**config.mk**
```make
export PLATFORM = sky130hd
export DESIGN_NAME = pipeline_hazard_ctrl
export DESIGN_NICKNAME = d
export VERILOG_FILES = /design/src/rtl/pipeline_hazard_ctrl.sv
export SDC_FILE = /design/constraint.sdc
export NUM_CORES = 1
export LEC_CHECK = 0
export BUFFER_PORTS_ARGS = -buffer_cell sky130_fd_sc_hd__buf_2
export CAP_MARGIN = 5
export CORE_MARGIN = 2
export CORE_UTILIZATION = 39
export CTS_CLUSTER_DIAMETER = 40
export CTS_CLUSTER_SIZE = 40
export DETAILED_ROUTE_END_ITERATION = 8
export GPL_ROUTABILITY_DRIVEN = 0
export PLACE_DENSITY_LB_ADDON = 0.15
export RECOVER_POWER = 25
export SYNTH_ARGS = -nofsm -noshare
export SYNTH_HDL_FRONTEND = slang
export SYNTH_SLANG_ARGS = --single-unit
```
**constraint.sdc**
```tcl
create_clock -name clk -period 2.8 [get_ports clk]
set_input_delay 0.28 -clock clk [delete_from_list [all_inputs] [get_ports clk]]
set_output_delay 0.28 -clock clk [all_outputs]
set_load 0.005 [all_outputs]
```
**src/rtl/pipeline_hazard_ctrl.sv**
```systemverilog
// -----------------------------------------------------------------------------
// pipeline_hazard_ctrl
//
// Hazard and sequencing controller for a 5-stage MIPS pipeline. It drives the
// PC write enable and the IF/ID and ID/EX pipe-register enables and flushes.
//   - Load-use hazards are resolved by holding PC and IF/ID while a bubble is
//     pushed into ID/EX for LOAD_STALLS cycles.
//   - A taken branch or jr resolved in EX squashes both younger stages.
//   - A jump decoded in ID squashes the instruction in IF.
//   - Data-memory busy freezes the front end; an interrupted load-use stall
//     resumes where it left off once memory is ready again.
//
// Parameters:
//   LOAD_STALLS  bubble cycles per load-use hazard (1..7)
//   CNT_WIDTH    width of the performance counters
//
// Ports:
//   clk, reset          clock, synchronous active-high reset
//   id_rs, id_rt        source register fields of the instruction in ID
//   id_uses_rt          ID instruction reads rt as a source
//   id_jump             j/jal decoded in ID
//   ex_mem_read, ex_rt  EX holds a load writing register ex_rt
//   ex_branch_taken     branch in EX is taken
//   ex_jr               jr in EX
//   mem_busy            data memory not ready this cycle
//   pc_enable           PC load enable
//   if_id_enable/flush  IF/ID enable and nop-insert
//   id_ex_enable/flush  ID/EX enable and bubble-insert
//   stall_active        PC held this cycle
//   stall_cycles        count of cycles with PC held
//   flush_events        count of redirects (branch, jr, jump)
//
// Build option:
//   HAZARD_PERF_CNT_EN  when defined, stall_cycles/flush_events are real
//                       counters; otherwise both read 0 and no flops exist.
// -----------------------------------------------------------------------------
module pipeline_hazard_ctrl #(
    parameter int unsigned LOAD_STALLS = 1,
    parameter int unsigned CNT_WIDTH   = 32
) (
    input  logic                 clk,
    input  logic                 reset,
    input  logic [4:0]           id_rs,
    input  logic [4:0]           id_rt,
    input  logic                 id_uses_rt,
    input  logic                 id_jump,
    input  logic                 ex_mem_read,
    input  logic [4:0]           ex_rt,
    input  logic                 ex_branch_taken,
    input  logic                 ex_jr,
    input  logic                 mem_busy,
    output logic                 pc_enable,
    output logic                 if_id_enable,
    output logic                 if_id_flush,
    output logic                 id_ex_enable,
    output logic                 id_ex_flush,
    output logic                 stall_active,
    output logic [CNT_WIDTH-1:0] stall_cycles,
    output logic [CNT_WIDTH-1:0] flush_events
);

    typedef enum logic [1:0] {
        RUN      = 2'd0,
        LU_STALL = 2'd1,
        MEM_WAIT = 2'd2
    } state_t;

    // Remaining bubbles after the detection cycle itself.
    localparam logic [2:0] LS_INIT = 3'(LOAD_STALLS - 1);

    state_t     state_q, state_d;
    logic [2:0] cnt_q, cnt_d;
    logic       load_use, redirect, in_lu, flush_evt;

    assign load_use = ex_mem_read && (ex_rt != 5'd0) &&
                      ((ex_rt == id_rs) || (id_uses_rt && (ex_rt == id_rt)));
    assign redirect = ex_branch_taken || ex_jr;

    // MEM_WAIT keeps the stall count, so a nonzero count means an interrupted
    // load-use stall that must resume as soon as memory is ready.
    assign in_lu = (state_q == LU_STALL) ||
                   ((state_q == MEM_WAIT) && (cnt_q != 3'd0));

    always_ff @(posedge clk) begin
        if (reset) begin
            state_q <= RUN;
            cnt_q   <= 3'd0;
        end else begin
            state_q <= state_d;
            cnt_q   <= cnt_d;
        end
    end

    always_comb begin
        state_d      = state_q;
        cnt_d        = cnt_q;
        pc_enable    = 1'b1;
        if_id_enable = 1'b1;
        if_id_flush  = 1'b0;
        id_ex_enable = 1'b1;
        id_ex_flush  = 1'b0;
        flush_evt    = 1'b0;

        if (mem_busy) begin
            pc_enable    = 1'b0;
            if_id_enable = 1'b0;
            id_ex_enable = 1'b0;
            state_d      = MEM_WAIT;
        end else if (redirect) begin
            if_id_flush = 1'b1;
            id_ex_flush = 1'b1;
            flush_evt   = 1'b1;
            state_d     = RUN;
            cnt_d       = 3'd0;
        end else if (in_lu) begin
            pc_enable    = 1'b0;
            if_id_enable = 1'b0;
            id_ex_flush  = 1'b1;
            cnt_d        = cnt_q - 3'd1;
            state_d      = (cnt_q == 3'd1) ? RUN : LU_STALL;
        end else if (load_use) begin
            pc_enable    = 1'b0;
            if_id_enable = 1'b0;
            id_ex_flush  = 1'b1;
            if (LOAD_STALLS > 1) begin
                state_d = LU_STALL;
                cnt_d   = LS_INIT;
            end else begin
                state_d = RUN;
            end
        end else if (id_jump) begin
            if_id_flush = 1'b1;
            flush_evt   = 1'b1;
            state_d     = RUN;
        end else begin
            state_d = RUN;
        end

        // Reset forces a transparent pipeline regardless of state or inputs.
        if (reset) begin
            pc_enable    = 1'b1;
            if_id_enable = 1'b1;
            if_id_flush  = 1'b0;
            id_ex_enable = 1'b1;
            id_ex_flush  = 1'b0;
            flush_evt    = 1'b0;
        end
    end

    assign stall_active = ~pc_enable;

`ifdef HAZARD_PERF_CNT_EN
    localparam logic [CNT_WIDTH-1:0] CNT_ONE = {{(CNT_WIDTH-1){1'b0}}, 1'b1};

    logic [CNT_WIDTH-1:0] stall_cnt_q, stall_cnt_d;
    logic [CNT_WIDTH-1:0] flush_cnt_q, flush_cnt_d;

    always_comb begin
        stall_cnt_d = stall_cnt_q;
        flush_cnt_d = flush_cnt_q;
        if (!pc_enable) stall_cnt_d = stall_cnt_q + CNT_ONE;
        if (flush_evt)  flush_cnt_d = flush_cnt_q + CNT_ONE;
    end

    always_ff @(posedge clk) begin
        if (reset) begin
            stall_cnt_q <= '0;
            flush_cnt_q <= '0;
        end else begin
            stall_cnt_q <= stall_cnt_d;
            flush_cnt_q <= flush_cnt_d;
        end
    end

    assign stall_cycles = stall_cnt_q;
    assign flush_events = flush_cnt_q;
`else
    logic unused_flush_evt;
    assign unused_flush_evt = flush_evt;
    assign stall_cycles     = '0;
    assign flush_events     = '0;
`endif

endmodule

```
==> flow_summary.json <==
{
  "status": "complete, no violations",
  "netlist_area_sq_um": 951,
  "cp_max_fo": 6,
  "crit_chain": "inv_1 -> ha_1 -> nand2b_1 -> a21oi_2 -> a21boi_2 -> o31a_2 -> buf_2",
  "min_path_type": "in -> reg",
  "hold_buffers": 0,
  "clock_latency_ps": 240,
  "synth_top_area_cell": "buf_4",
  "vias": 650,
  "setup_viol": 0,
  "avgSynthCellArea_sq_um": 7.73,
  "clockPowerShare": 0.360,
  "postCtsSetupBuffers": 0,
  "die_area_sq_um": 2850,
  "drtIter0Drc": 0,
  "antenna_found_initial": 0,
  "cpPeakStageDelay_ps": 320,
  "yosysUniqueCellTypes": 26,
  "p_leak_nw": 0.481,
  "period_share": 0.670,
  "drive_gt1_frac": 0.222,
  "syn_inst": 123,
  "end_kind": "output port",
  "preCtsSetupSlack_ps": 946,
  "cts_made_buffers": 3,
  "clkSinkCount": 5,
  "overflow": 0,
  "antenna_cells": 0,
  "gr-usage-all-layers": 0.0995,
  "core_sq_um": 2250,
  "drv_cap": 0,
  "power_density_nw_per_um2": 257,
  "cpMaxStageDelayCell": "dfxtp_1",
  "timing.final.ws_setup_ps": 923,
  "power.total_uw": 231,
  "synth_seq_cells": 5,
  "finalHoldViolations": 0,
  "io_pins": 93,
  "cts_resized": 0,
  "synth_top_area_frac": 0.513,
  "pwr-share-seq": 0.314,
  "clock_path_buffers": 2,
  "setup-tns-final_ps": 0,
  "cts_tree": "built",
  "fin_worst_skew_ps": 2.82,
  "fmax_mhz": 533,
  "vdd_drop_max_mv": 0.233,
  "switchingPower_uw": 75.2,
  "die_w_um": 53.4,
  "clockRootBuffer": "clkbuf_4",
  "post-dp-hpwl_um": 1240,
  "grt_pass1_vias": 522,
  "rows": 17,
  "crit_arrival_ps": 1600,
  "clkTransAtPathRegs_ps": 40,
  "yosysSeqAreaShare": 0.105,
  "synth_area_leaders": "buf_4 (51%), dfxtp_1 (11%), xnor2_1 (9.2%)",
  "yosys_warnings": 0,
  "fin_crit_ps": 1880,
  "grt_max_degree": 9,
  "grt_pass1_wl_um": 2050,
  "p_int_uw": 156,
  "sw_frac_of_total": 0.325,
  "syn2layout_area_growth_pct": -5.39,
  "port_buffers": 28,
  "die_h_um": 53.4,
  "finalMaxSlewViolations": 0,
  "worstSetupPathType": "reg -> out",
  "ant_nets": 0,
  "start_util": 0.422,
  "wl_um": 1350,
  "drt_first_pass_iters": 1,
  "rsz0062_at_grt": "no",
  "fillers": 250,
  "drc": 0,
  "routed_via_density": 3.59,
  "startpoint_type": "flop",
  "h-tree-depth": 1,
  "comb_power_share": 0.326,
  "critPathRequiredTime_ps": 2520,
  "avgRoutedWirePerCell_um": 7.47,
  "fin_nets": 180
}
==> cell type report <==
type	instances	area [sq um]	area share
clock buffer	4	26.3	0.0292
tap	28	35.0	0.0389
inverter	4	15.0	0.0167
multi-input combinational	112	584	0.650
sequential	5	100	0.111
timing repair buffer	28	139	0.154
==> registers in the layout, summed over array words and instances (netlist names) <==
name / flops
cnt_q: 3
state_q: 2
==> power groups by stage <==
stage / combinational [mW] / sequential [mW] / clock (mW)
after floorplan: 0.111 / 0.0737 / 0
after global placement: 0.0737 / 0.0738 / 0
after detailed placement: 0.0742 / 0.0738 / 0
after CTS: 0.0744 / 0.0725 / 0.0859
after global routing: 0.0888 / 0.0725 / 0.0916
final: 0.0754 / 0.0725 / 0.0833
==> through the flow <==
step	hold slack (ps)	instance area, sq um	utilization	instances
6_report	301	900	0.399	181
3_3_place_gp	507	875	0.388	177
3_5_place_dp	508	875	0.388	177
5_1_grt	308	900	0.399	181
4_1_cts	298	901	0.400	181
2_1_floorplan	352	1190	-	186
==> routing by layer <==
metal	vias to the layer above	wire length, um	global-route usage
met1	274	471	0.111
met4	0	19	0.0598
met5	-	0	0
li1	327	-	-
met2	45	703	0.156
met3	4	158	0.0395
==> kinds of logic (layout without fill, tap and decap cells) <==
| group | after synthesis | count (layout) | synth area share |
|---|---|---|---|
| compound gates | 13 | 13 | 0.104 |
| xor+xnor | 10 | 10 | 0.0921 |
| fa+ha+maj | 3 | 3 | 0.0395 |
| buf+inv | 69 | 36 | 0.529 |
| flops | 5 | 5 | 0.105 |
| mux | 1 | 1 | 0.0118 |
| other cells | 1 | 64 | 0.00394 |
| simple gates | 21 | 21 | 0.114 |
==> cell usage after synthesis <==
cell,number
nand3_1,2
a21boi_2,1
nand4_1,1
o22ai_1,1
nor2b_1,3
o21a_1,2
conb_1,1
o31ai_1,1
o22a_1,1
ha_1,3
a21oi_2,1
xnor2_1,10
inv_1,4
dfxtp_1,5
or2_1,1
buf_4,65
a21oi_1,3
a21boi_0,1
nor2_1,5
o32ai_1,1
o31a_2,1
nand2b_1,2
or4_1,2
mux2_2,1
nand2_1,4
or3_1,1
==> cells in the final DEF (no fill, tap or decap), types with 2 or more instances in the layout <==
master    count
ha_1          3
nand2b_1      2
nand3_1       2
nor2b_1       3
clkbuf_4      3
a21oi_1       3
clkbuf_1      2
inv_1         4
o21a_1        2
buf_2        27
or4_1         2
dfxtp_1       5
nand2_1       4
xnor2_1      10
conb_1       64
nor2_1        5
==> worst max-delay path: cells and delay by family (launching register included) <==
kind	cells	cell delay, ps
AOI/OAI and AO/OA	3	560
adders and majority gates	1	200
buffers and inverters	2	200
DFF	1	320
and+or+nand+nor	1	80
==> final timing paths <==
kind | cells past startpoint | slack [ps] | to | startpoint
hold reg to reg | 2 | 530 | cnt_q[2] | cnt_q[2]
setup / recovery | 7 | 920 | if_id_enable | cnt_q[0]
setup reg to reg | 7 | 1300 | cnt_q[0] | cnt_q[0]
hold / removal | 2 | 300 | cnt_q[0] | reset
Power figures use the tool's default switching activity.
